===== src/rtl/seq_divider.sv =====
// Multi-cycle radix-2 restoring divider with valid/ready on request and result sides.
// Define SEQ_DIV_SIGNED_EN to honour is_signed (two's-complement division).
module seq_divider #(
    parameter int WIDTH = 16
) (
    input  logic             clk,
    input  logic             rst_n,
    input  logic             in_valid,
    output logic             in_ready,
    input  logic [WIDTH-1:0] dividend,
    input  logic [WIDTH-1:0] divisor,
    input  logic             is_signed,
    output logic             out_valid,
    input  logic             out_ready,
    output logic [WIDTH-1:0] quotient,
    output logic [WIDTH-1:0] remainder,
    output logic             div_by_zero,
    output logic [1:0]       dbg_state
);

    localparam int CW = $clog2(WIDTH + 1);

    // Handshake: a transfer happens on a rising edge where valid && ready are both 1;
    // valid never waits on ready, and data is held stable while valid is high.
    typedef enum logic [1:0] {
        S_IDLE = 2'd0,
        S_BUSY = 2'd1,
        S_DONE = 2'd2
    } state_t;

    state_t           r_state;
    state_t           w_next;
    logic [WIDTH-1:0] r_rem;
    logic [WIDTH-1:0] r_quo;
    logic [WIDTH-1:0] r_div;
    logic [CW-1:0]    r_cnt;
    logic             r_dbz;
    logic [WIDTH-1:0] r_quotient;
    logic [WIDTH-1:0] r_remainder;
    logic             r_dbz_out;

    logic             w_accept;
    logic             w_last;
    logic             w_dbz;
    logic             w_ovf;
    logic [WIDTH-1:0] w_abs_a;
    logic [WIDTH-1:0] w_abs_b;
    logic [WIDTH:0]   w_shift;
    logic [WIDTH+1:0] w_trial;
    logic             w_borrow;
    logic [WIDTH-1:0] w_fix_quo;
    logic [WIDTH-1:0] w_fix_rem;

    assign w_accept = in_valid && (r_state == S_IDLE);
    assign w_last   = (r_state == S_BUSY) && (r_cnt == '0);
    assign w_dbz    = (divisor == '0);

`ifdef SEQ_DIV_SIGNED_EN
    localparam logic [WIDTH-1:0] MIN_NEG = {1'b1, {(WIDTH-1){1'b0}}};

    logic w_a_neg;
    logic w_b_neg;
    logic r_neg_q;
    logic r_neg_r;

    assign w_a_neg = is_signed && dividend[WIDTH-1];
    assign w_b_neg = is_signed && divisor[WIDTH-1];
    assign w_abs_a = w_a_neg ? (~dividend + 1'b1) : dividend;
    assign w_abs_b = w_b_neg ? (~divisor + 1'b1) : divisor;
    assign w_ovf   = is_signed && (dividend == MIN_NEG) && (divisor == '1);

    // Special results are preloaded already in final form, so their sign flags stay clear.
    always_ff @(posedge clk or negedge rst_n) begin
        if (!rst_n) begin
            r_neg_q <= 1'b0;
            r_neg_r <= 1'b0;
        end else if (w_accept) begin
            r_neg_q <= !(w_dbz || w_ovf) && (w_a_neg ^ w_b_neg);
            r_neg_r <= !(w_dbz || w_ovf) && w_a_neg;
        end
    end

    assign w_fix_quo = r_neg_q ? (~r_quo + 1'b1) : r_quo;
    assign w_fix_rem = r_neg_r ? (~r_rem + 1'b1) : r_rem;
`else
    logic w_unused_is_signed;

    assign w_unused_is_signed = is_signed;
    assign w_abs_a   = dividend;
    assign w_abs_b   = divisor;
    assign w_ovf     = 1'b0;
    assign w_fix_quo = r_quo;
    assign w_fix_rem = r_rem;
`endif

    assign w_shift  = {r_rem, r_quo[WIDTH-1]};
    assign w_trial  = {1'b0, w_shift} - {2'b00, r_div};
    assign w_borrow = w_trial[WIDTH+1];

    always_ff @(posedge clk or negedge rst_n) begin
        if (!rst_n) begin
            r_state <= S_IDLE;
        end else begin
            r_state <= w_next;
        end
    end

    always_comb begin
        w_next    = r_state;
        in_ready  = 1'b0;
        out_valid = 1'b0;
        case (r_state)
            S_IDLE: begin
                in_ready = 1'b1;
                if (in_valid) w_next = S_BUSY;
            end
            S_BUSY: begin
                if (r_cnt == '0) w_next = S_DONE;
            end
            S_DONE: begin
                out_valid = 1'b1;
                if (out_ready) w_next = S_IDLE;
            end
            default: w_next = S_IDLE;
        endcase
    end

    // A counter of zero marks the result-commit cycle; special cases enter BUSY with it
    // already zero so their result appears one cycle after acceptance.
    always_ff @(posedge clk or negedge rst_n) begin
        if (!rst_n) begin
            r_rem       <= '0;
            r_quo       <= '0;
            r_div       <= '0;
            r_cnt       <= '0;
            r_dbz       <= 1'b0;
            r_quotient  <= '0;
            r_remainder <= '0;
            r_dbz_out   <= 1'b0;
        end else if (w_accept) begin
            r_div <= w_abs_b;
            if (w_dbz) begin
                r_quo <= '1;
                r_rem <= dividend;
                r_cnt <= '0;
                r_dbz <= 1'b1;
            end else if (w_ovf) begin
                r_quo <= dividend;
                r_rem <= '0;
                r_cnt <= '0;
                r_dbz <= 1'b0;
            end else begin
                r_quo <= w_abs_a;
                r_rem <= '0;
                r_cnt <= CW'(WIDTH);
                r_dbz <= 1'b0;
            end
        end else if (r_state == S_BUSY) begin
            if (r_cnt != '0) begin
                r_rem <= w_borrow ? w_shift[WIDTH-1:0] : w_trial[WIDTH-1:0];
                r_quo <= {r_quo[WIDTH-2:0], ~w_borrow};
                r_cnt <= r_cnt - CW'(1);
            end else if (w_last) begin
                r_quotient  <= w_fix_quo;
                r_remainder <= w_fix_rem;
                r_dbz_out   <= r_dbz;
            end
        end
    end

    assign quotient    = r_quotient;
    assign remainder   = r_remainder;
    assign div_by_zero = r_dbz_out;
    assign dbg_state   = r_state;

endmodule


===== config.mk =====
export PLATFORM = sky130hd
export DESIGN_NAME = seq_divider
export DESIGN_NICKNAME = d
export VERILOG_FILES = /design/src/rtl/seq_divider.sv
export SDC_FILE = /design/constraint.sdc
export NUM_CORES = 1
export LEC_CHECK = 0
export ABC_AREA = 1
export CAP_MARGIN = 20
export CORE_MARGIN = 4
export CORE_UTILIZATION = 50
export CTS_CLUSTER_SIZE = 14
export DETAILED_ROUTE_END_ITERATION = 16
export PLACE_DENSITY = 0.71
export SETUP_SLACK_MARGIN = 0.05
export SYNTH_ARGS = -nofsm -noshare
export SYNTH_HDL_FRONTEND = slang
export SYNTH_SLANG_ARGS = --single-unit
export TNS_END_PERCENT = 1

===== constraint.sdc =====
create_clock -name clk -period 2.6 [get_ports clk]
set_clock_uncertainty 0.2 [all_clocks]
set_input_delay 0.52 -clock clk [delete_from_list [all_inputs] [get_ports clk]]
set_output_delay 0.52 -clock clk [all_outputs]
set_load 0.02 [all_outputs]

* After elaboration in Yosys (flattened, before gate mapping)
Cells that the tools add are included.
** Storage, ports and cells
- Memories kept :: 0
- Register bits :: 89
- Input bits :: 37
- RAM bits :: 0
- Latch bits :: 0
- Word-level logic and storage cells :: 50
- Memory bits (read-only) :: 0
- Output and inout bits :: 37
** Operators by class
- Multiply operators :: 0
- Div/mod/pow operators :: 0
- Bitwise gates (word level) :: 3
- Shifts and indexed selects :: 0
- Reduce and logical (&&, ||, !) cells :: 11
- Muxes and demuxes :: 20
- Add/sub/neg operators :: 2
- Equal/unequal tests :: 5
- $lt $le $gt $ge :: 0
** Operators with widths (number)
- $mux W16 :: 9
- $mux W5 :: 4
- $sub A17 B16 Y18 :: 1
- $logic_not A16 Y1 :: 1
- $mux W2 :: 3
- $ne A2 B2 Y1 const B :: 3
- $pmux W2 S3 :: 1
- $logic_not A5 Y1 :: 1
- $reduce_bool A5 Y1 :: 1
- $sub A5 B1 Y5 const B :: 1
- $reduce_and A4 Y1 :: 1
- $reduce_bool A2 Y1 :: 2
- $mux W1 :: 3
- $not A1 Y1 :: 3
- $reduce_and A3 Y1 :: 1
- $eq A2 B1 Y1 const B :: 1
- $eq A2 B2 Y1 const B :: 1
- $logic_and A1 B1 Y1 :: 2
- $logic_not A2 Y1 :: 1
- $reduce_and A2 Y1 :: 1

* Logic depth before layout (Yosys ltp)
- Depth in word-level cells :: 5
- Mapped depth :: 14
- Gate-level depth less buffers :: 14

* Worst setup path after synthesis
Ideal clock, no wire load.
- Path kind :: register -> register
- Start point :: reg r_quo[15]
- End point :: reg r_rem[14]
- Stages on the path, launching flop included :: 14
- Setup slack :: 584 ps
- Arrival :: 1692 ps
- Path buffers :: 0
- Data required time :: 2276 ps
- Clock period less this slack :: 2016 ps
- Library setup time :: 124 ps
- Cell sequence :: dfrtp_1 > inv_1 > ha_1 > fa_1 > inv_1 > nand3_1 > nand3_1 > nand2_1 > nand2_1 > nand2_1 > nand3_1 > nand3_1 > nand2_1 > a21oi_1
** Between the ends
- Longest elaborated chain between the ends :: 5
** RTL lines
- start, declared :: RTL line 34 : logic [WIDTH-1:0] r_quo;
- start signal, assigned :: RTL line 148 : r_quo <= dividend;
- start signal, assigned :: RTL line 153 : r_quo <= w_abs_a;
- start signal, assigned :: RTL line 161 : r_quo <= {r_quo[WIDTH-2:0], ~w_borrow};
- $sub A17 B16 Y18 :: RTL line 97 : assign w_trial = {1'b0, w_shift} - {2'b00, r_div};
- $mux W16 :: RTL line 160 : r_rem <= w_borrow ? w_shift[WIDTH-1:0] : w_trial[WIDTH-1:0];
- $mux W16 :: RTL line 159 : if (r_cnt != '0) begin
- $mux W16 :: RTL line 158 : end else if (r_state == S_BUSY) begin
- $mux W16 :: RTL line 140 : end else if (w_accept) begin
- end signal, assigned :: RTL line 144 : r_rem <= dividend;
- end signal, assigned :: RTL line 160
- end, declared :: RTL line 33 : logic [WIDTH-1:0] r_rem;
No other way between the ends. The select of a mux whose other input is x is not followed.
A chain may end at the register's enable or synchronous reset.

* Worst setup path after layout
- Start point :: reg r_rem[7]
- End point :: reg r_rem[13]
** Between the ends
- Longest elaborated chain between the ends :: 5
** RTL lines (RTL line)
- $sub A17 B16 Y18 :: 97
- $mux W16 :: 160
- $mux W16 :: 159
- $mux W16 :: 158
- $mux W16 :: 140
No other way between the ends. The select of a mux whose other input is x is not followed.

==> results by stage <==
STA:
- The worst path needs 2.34 ns of the cycle, external delays included.
- The total negative setup slack is 0 ns.
- Setup repair after global routing could not meet its margin everywhere.
- Setup violations remaining at the end of the flow were counted as 0.
- The max-slew violation total from the final report was 0.
- The worst pin sits at a relative slew slack of 66.5%.
- The transition at the pin with the smallest max-transition slack is 0.502 ns.
- After layout, the worst path uses 90.1% of the clock period.
- The number of failing hold endpoints at the final stage was 0.
- The highest achievable clock rate is 0.427 GHz.

Global routing:
- The total routing usage reported by global routing is 22.2%.
- The via count of the first global-routing pass was 4435.
- The number of antenna violations at the first check in global routing was 0.
- The maximum number of pins on one net before global-route repair is 54.
- The first global-routing pass estimated 22.4 mm of wire.
- The total grt overflow is 0.

Clock tree:
- The clock net in this run drives a total of 89 sinks.
- The root buffer cell is sky130_fd_sc_hd__clkbuf_8.
- The TritonCTS buffer count is 9.
- The clock tree from TritonCTS is done.
- Clock-pin slew was measured on the worst setup and hold paths at 0.10 ns.
- The H-tree depth is 3.
- The clock reaches the later pin of the worst-skew pair after 0.36 ns.
- The clock passes through at most 2 buffers.

Synth:
- The mean area per synthesized cell is 7.80 um2.
- The distinct cell type count of the synthesized netlist is 42.
- The most used flip-flop cell after synthesis is sky130_fd_sc_hd__dfrtp_1.
- In the synthesized netlist the async set-or-reset flop fraction comes to 100%.
- After technology mapping, the gate count stands at 680.
- In this run, synthesis inferred 0 flip-flops with an integrated enable.
- The count of warnings emitted by yosys is 0.
- The cell area after synthesis is 5310 um2.
- The number of flip-flops and latches in the synthesized netlist is 89.
- The net count of the mapped netlist is 736.
- The share of the yosys chip area belonging to registers is 42.0%.

Floorplan:
- The die is 111 um tall.
- The starting utilization of the core area is 51.4%.
- In this run the horizontal extent of the chip is 111 um.
- The number of placed I/O pins is 74.
- After floorplanning, the core was sized to cover 10300 um2.
- The site row count is 37.
- The overall die area is 12300 um2.

Detailed routing:
- Using the TritonRoute via totals, the vias-per-cell ratio works out to 5.10.
- The overall routed net length is 13.3 mm.
- The initial detailed-routing violation count is 285.
- In the final routed layout, each cell accounts on average for 14.8 um.
- In this run the remaining antenna-violating nets after routing total 0.
- Detailed routing inserted a total of 4553 vias.
- After detailed routing, the number of remaining DRC violations is 0.
- The pre-antenna-repair detailed-routing pass consisted of 5 iterations.

Setup path:
- Broken down by cell family, the worst path's largest delay share belongs to simple AND/OR/NAND/NOR gates.
- The worst setup path category is flip-flop to flip-flop.
- In this design, the stage delay of the slowest critical-path cell is 0.43 ns.
- The endpoint type of the worst setup path is a flip-flop.
- The biggest fanout along the worst timing path is 17.
- The endpoint required time on the critical path is 2.65 ns.
- Among all stages on the critical path, the largest delay is contributed by sky130_fd_sc_hd__dfrtp_1.
- The number of buffer and inverter stages on the critical path is 0.
- The nature of the critical path startpoint is a flip-flop.
- The critical path goes through ha_1, nand2_2, nor2_2, nand3_1, nand3_2, nand2_4, nand2_4, nand3_1, nand2_1, a21oi_1.
- In this run the worst setup path begins at r_rem[7]$_DFFE_PN0P_.
- In this run the critical register-to-register path is launched from r_rem[7]$_DFFE_PN0P_.
- The critical path arrival is 2.39 ns.

Run status:
- The run finished with clean final reports.

Placed design:
- In this run the cell area measured after placement is 6160 um2.
- The detailed placement HPWL is 10.3 mm.
- The last weighted congestion value of the routability-driven placer is 0.861.
- The number of buffers inserted by port buffering is 72.

Cells and area:
- The post-route cell area is 6360 um2.
- The commonest non-fill, non-tap cell in the layout is sky130_fd_sc_hd__nand2_1.
- 0 antenna diodes ended up in the layout.
- Counting the fill cells in the layout gives 946.
- The area of all sequential standard cells is 2230 um2.
- The fraction of layout instances using a drive strength above 1 is 13.5%.
- The number of nets in the finished design is 808.
- The multi-input combinational cells in the finished layout cover a total of 2510 um2.
- The synthesis-to-layout area growth is 19.9%.
- The library cells used most frequently in the layout, excluding fill and tap cells, are sky130_fd_sc_hd__nand2_1 (146), sky130_fd_sc_hd__inv_1 (109), sky130_fd_sc_hd__dfrtp_1 (89), sky130_fd_sc_hd__clkdlybuf4s50_1 (71), sky130_fd_sc_hd__o21ai_0 (66).
- Cells fill 61.6% of the core in the end.

Worst hold path:
- The startpoint identified for the worst hold timing path is quotient[4]$_DFFE_PN0P_.
- The worst hold-check path type is flip-flop to flip-flop.

Flow run:
- Across the run, the number of max-cap violations was 0.
[Yosys cell counts (2+ instances only)]
library cell / n / area share [%]
sky130_fd_sc_hd__nand3_2: 11 / 2.1
sky130_fd_sc_hd__buf_4: 4 / 0.57
sky130_fd_sc_hd__nand2_1: 146 / 10
sky130_fd_sc_hd__inv_1: 109 / 7.7
sky130_fd_sc_hd__nand3_1: 43 / 4.1
sky130_fd_sc_hd__nand2_4: 11 / 2.3
sky130_fd_sc_hd__clkbuf_1: 11 / 0.78
sky130_fd_sc_hd__nor2_1: 46 / 3.3
sky130_fd_sc_hd__a21oi_1: 20 / 1.9
sky130_fd_sc_hd__or2_2: 15 / 1.8
sky130_fd_sc_hd__xnor2_1: 4 / 0.66
sky130_fd_sc_hd__buf_2: 6 / 0.57
sky130_fd_sc_hd__buf_1: 2 / 0.14
sky130_fd_sc_hd__a21oi_2: 9 / 1.5
sky130_fd_sc_hd__nor3_1: 5 / 0.47
sky130_fd_sc_hd__inv_2: 2 / 0.14
sky130_fd_sc_hd__mux2_2: 2 / 0.42
sky130_fd_sc_hd__clkinv_1: 2 / 0.14
sky130_fd_sc_hd__o21ai_0: 66 / 6.2
sky130_fd_sc_hd__ha_1: 18 / 4.2
sky130_fd_sc_hd__xor2_1: 2 / 0.33
sky130_fd_sc_hd__o22ai_1: 3 / 0.35
sky130_fd_sc_hd__and2_1: 2 / 0.24
sky130_fd_sc_hd__nor2_2: 4 / 0.47
sky130_fd_sc_hd__a31oi_1: 14 / 1.7
sky130_fd_sc_hd__nand2_2: 10 / 1.2
sky130_fd_sc_hd__nand4_1: 10 / 1.2
sky130_fd_sc_hd__dfrtp_1: 89 / 42
[registers in the layout, indices dropped and copies added, names as in the netlist]
signal / cells
remainder: 16
r_dbz: 1
r_rem: 16
quotient: 16
dbg_state: 2
r_cnt: 5
r_div: 16
r_quo: 16
div_by_zero: 1
[worst register-to-register path: cells and delay by family (launching register included)]
family                     cells  cell delay, ns
AOI/OAI and AO/OA              1            0.06
adders and majority gates      1            0.40
DFF                            1            0.43
and+or+nand+nor                8            1.15
[final timing paths]
check                                                end  slack (ns)  cells after the start
worst max-delay path               r_rem[13]$_DFFE_PN0P_        0.26                     10
worst min-delay path             quotient[4]$_DFFE_PN0P_        0.29                      2
worst max register to register     r_rem[13]$_DFFE_PN0P_        0.26                     10
worst min register to register   quotient[4]$_DFFE_PN0P_        0.29                      2
max in group asynchronous          r_quo[10]$_DFFE_PN0P_        1.12                      3
min in group asynchronous       remainder[6]$_DFFE_PN0P_        0.43                      2
[metrics by stage]
stage | worst slack, ns | std cells | hold WS, ns
global placement | 0.176 | 876 | 0.264
floorplan | 0.584 | 680 | 0.0244
detailed placement | 0.158 | 876 | 0.273
finish | 0.257 | 893 | 0.291
global route | 0.0464 | 893 | 0.311
CTS | 0.176 | 893 | 0.295
[cell type report]
class	count	area share, %
clock inverter	6	0.846
tap	136	2.68
timing repair buffer	86	13.2
clock buffer	10	2.01
inverter	114	6.77
multi-input combinational	452	39.5
sequential	89	35.0
[metal layers]
layer	share of wire, %	track usage, %	vias up
met1	48	32.4	2143
li1	-	-	2300
met3	3.5	2.57	19
met4	1.9	6.16	0
met2	46	35.0	91
met5	0	0	-
[cell families after synthesis]
kind of cell	Yosys count	synth area share, %
xor+xnor	6	0.991
flops	89	42.0
compound gates	118	12.9
mux	2	0.424
buf+inv	139	10.8
fa+ha+maj	19	4.62
simple gates	307	28.3
[what timing repair did]
| item | CTS | global route |
|---|---|---|
| hold endpoints to repair | 28 | 0 |
| gates resized for setup | 0 | 1 |
| buffers inserted | 0 | 0 |
| endpoints found under the setup margin | 0 | 2 |
| hold buffers | 1 | 0 |
Power is not shown: default switching activity piles up to over one toggle a cycle in this logic, so the estimate is an artifact.
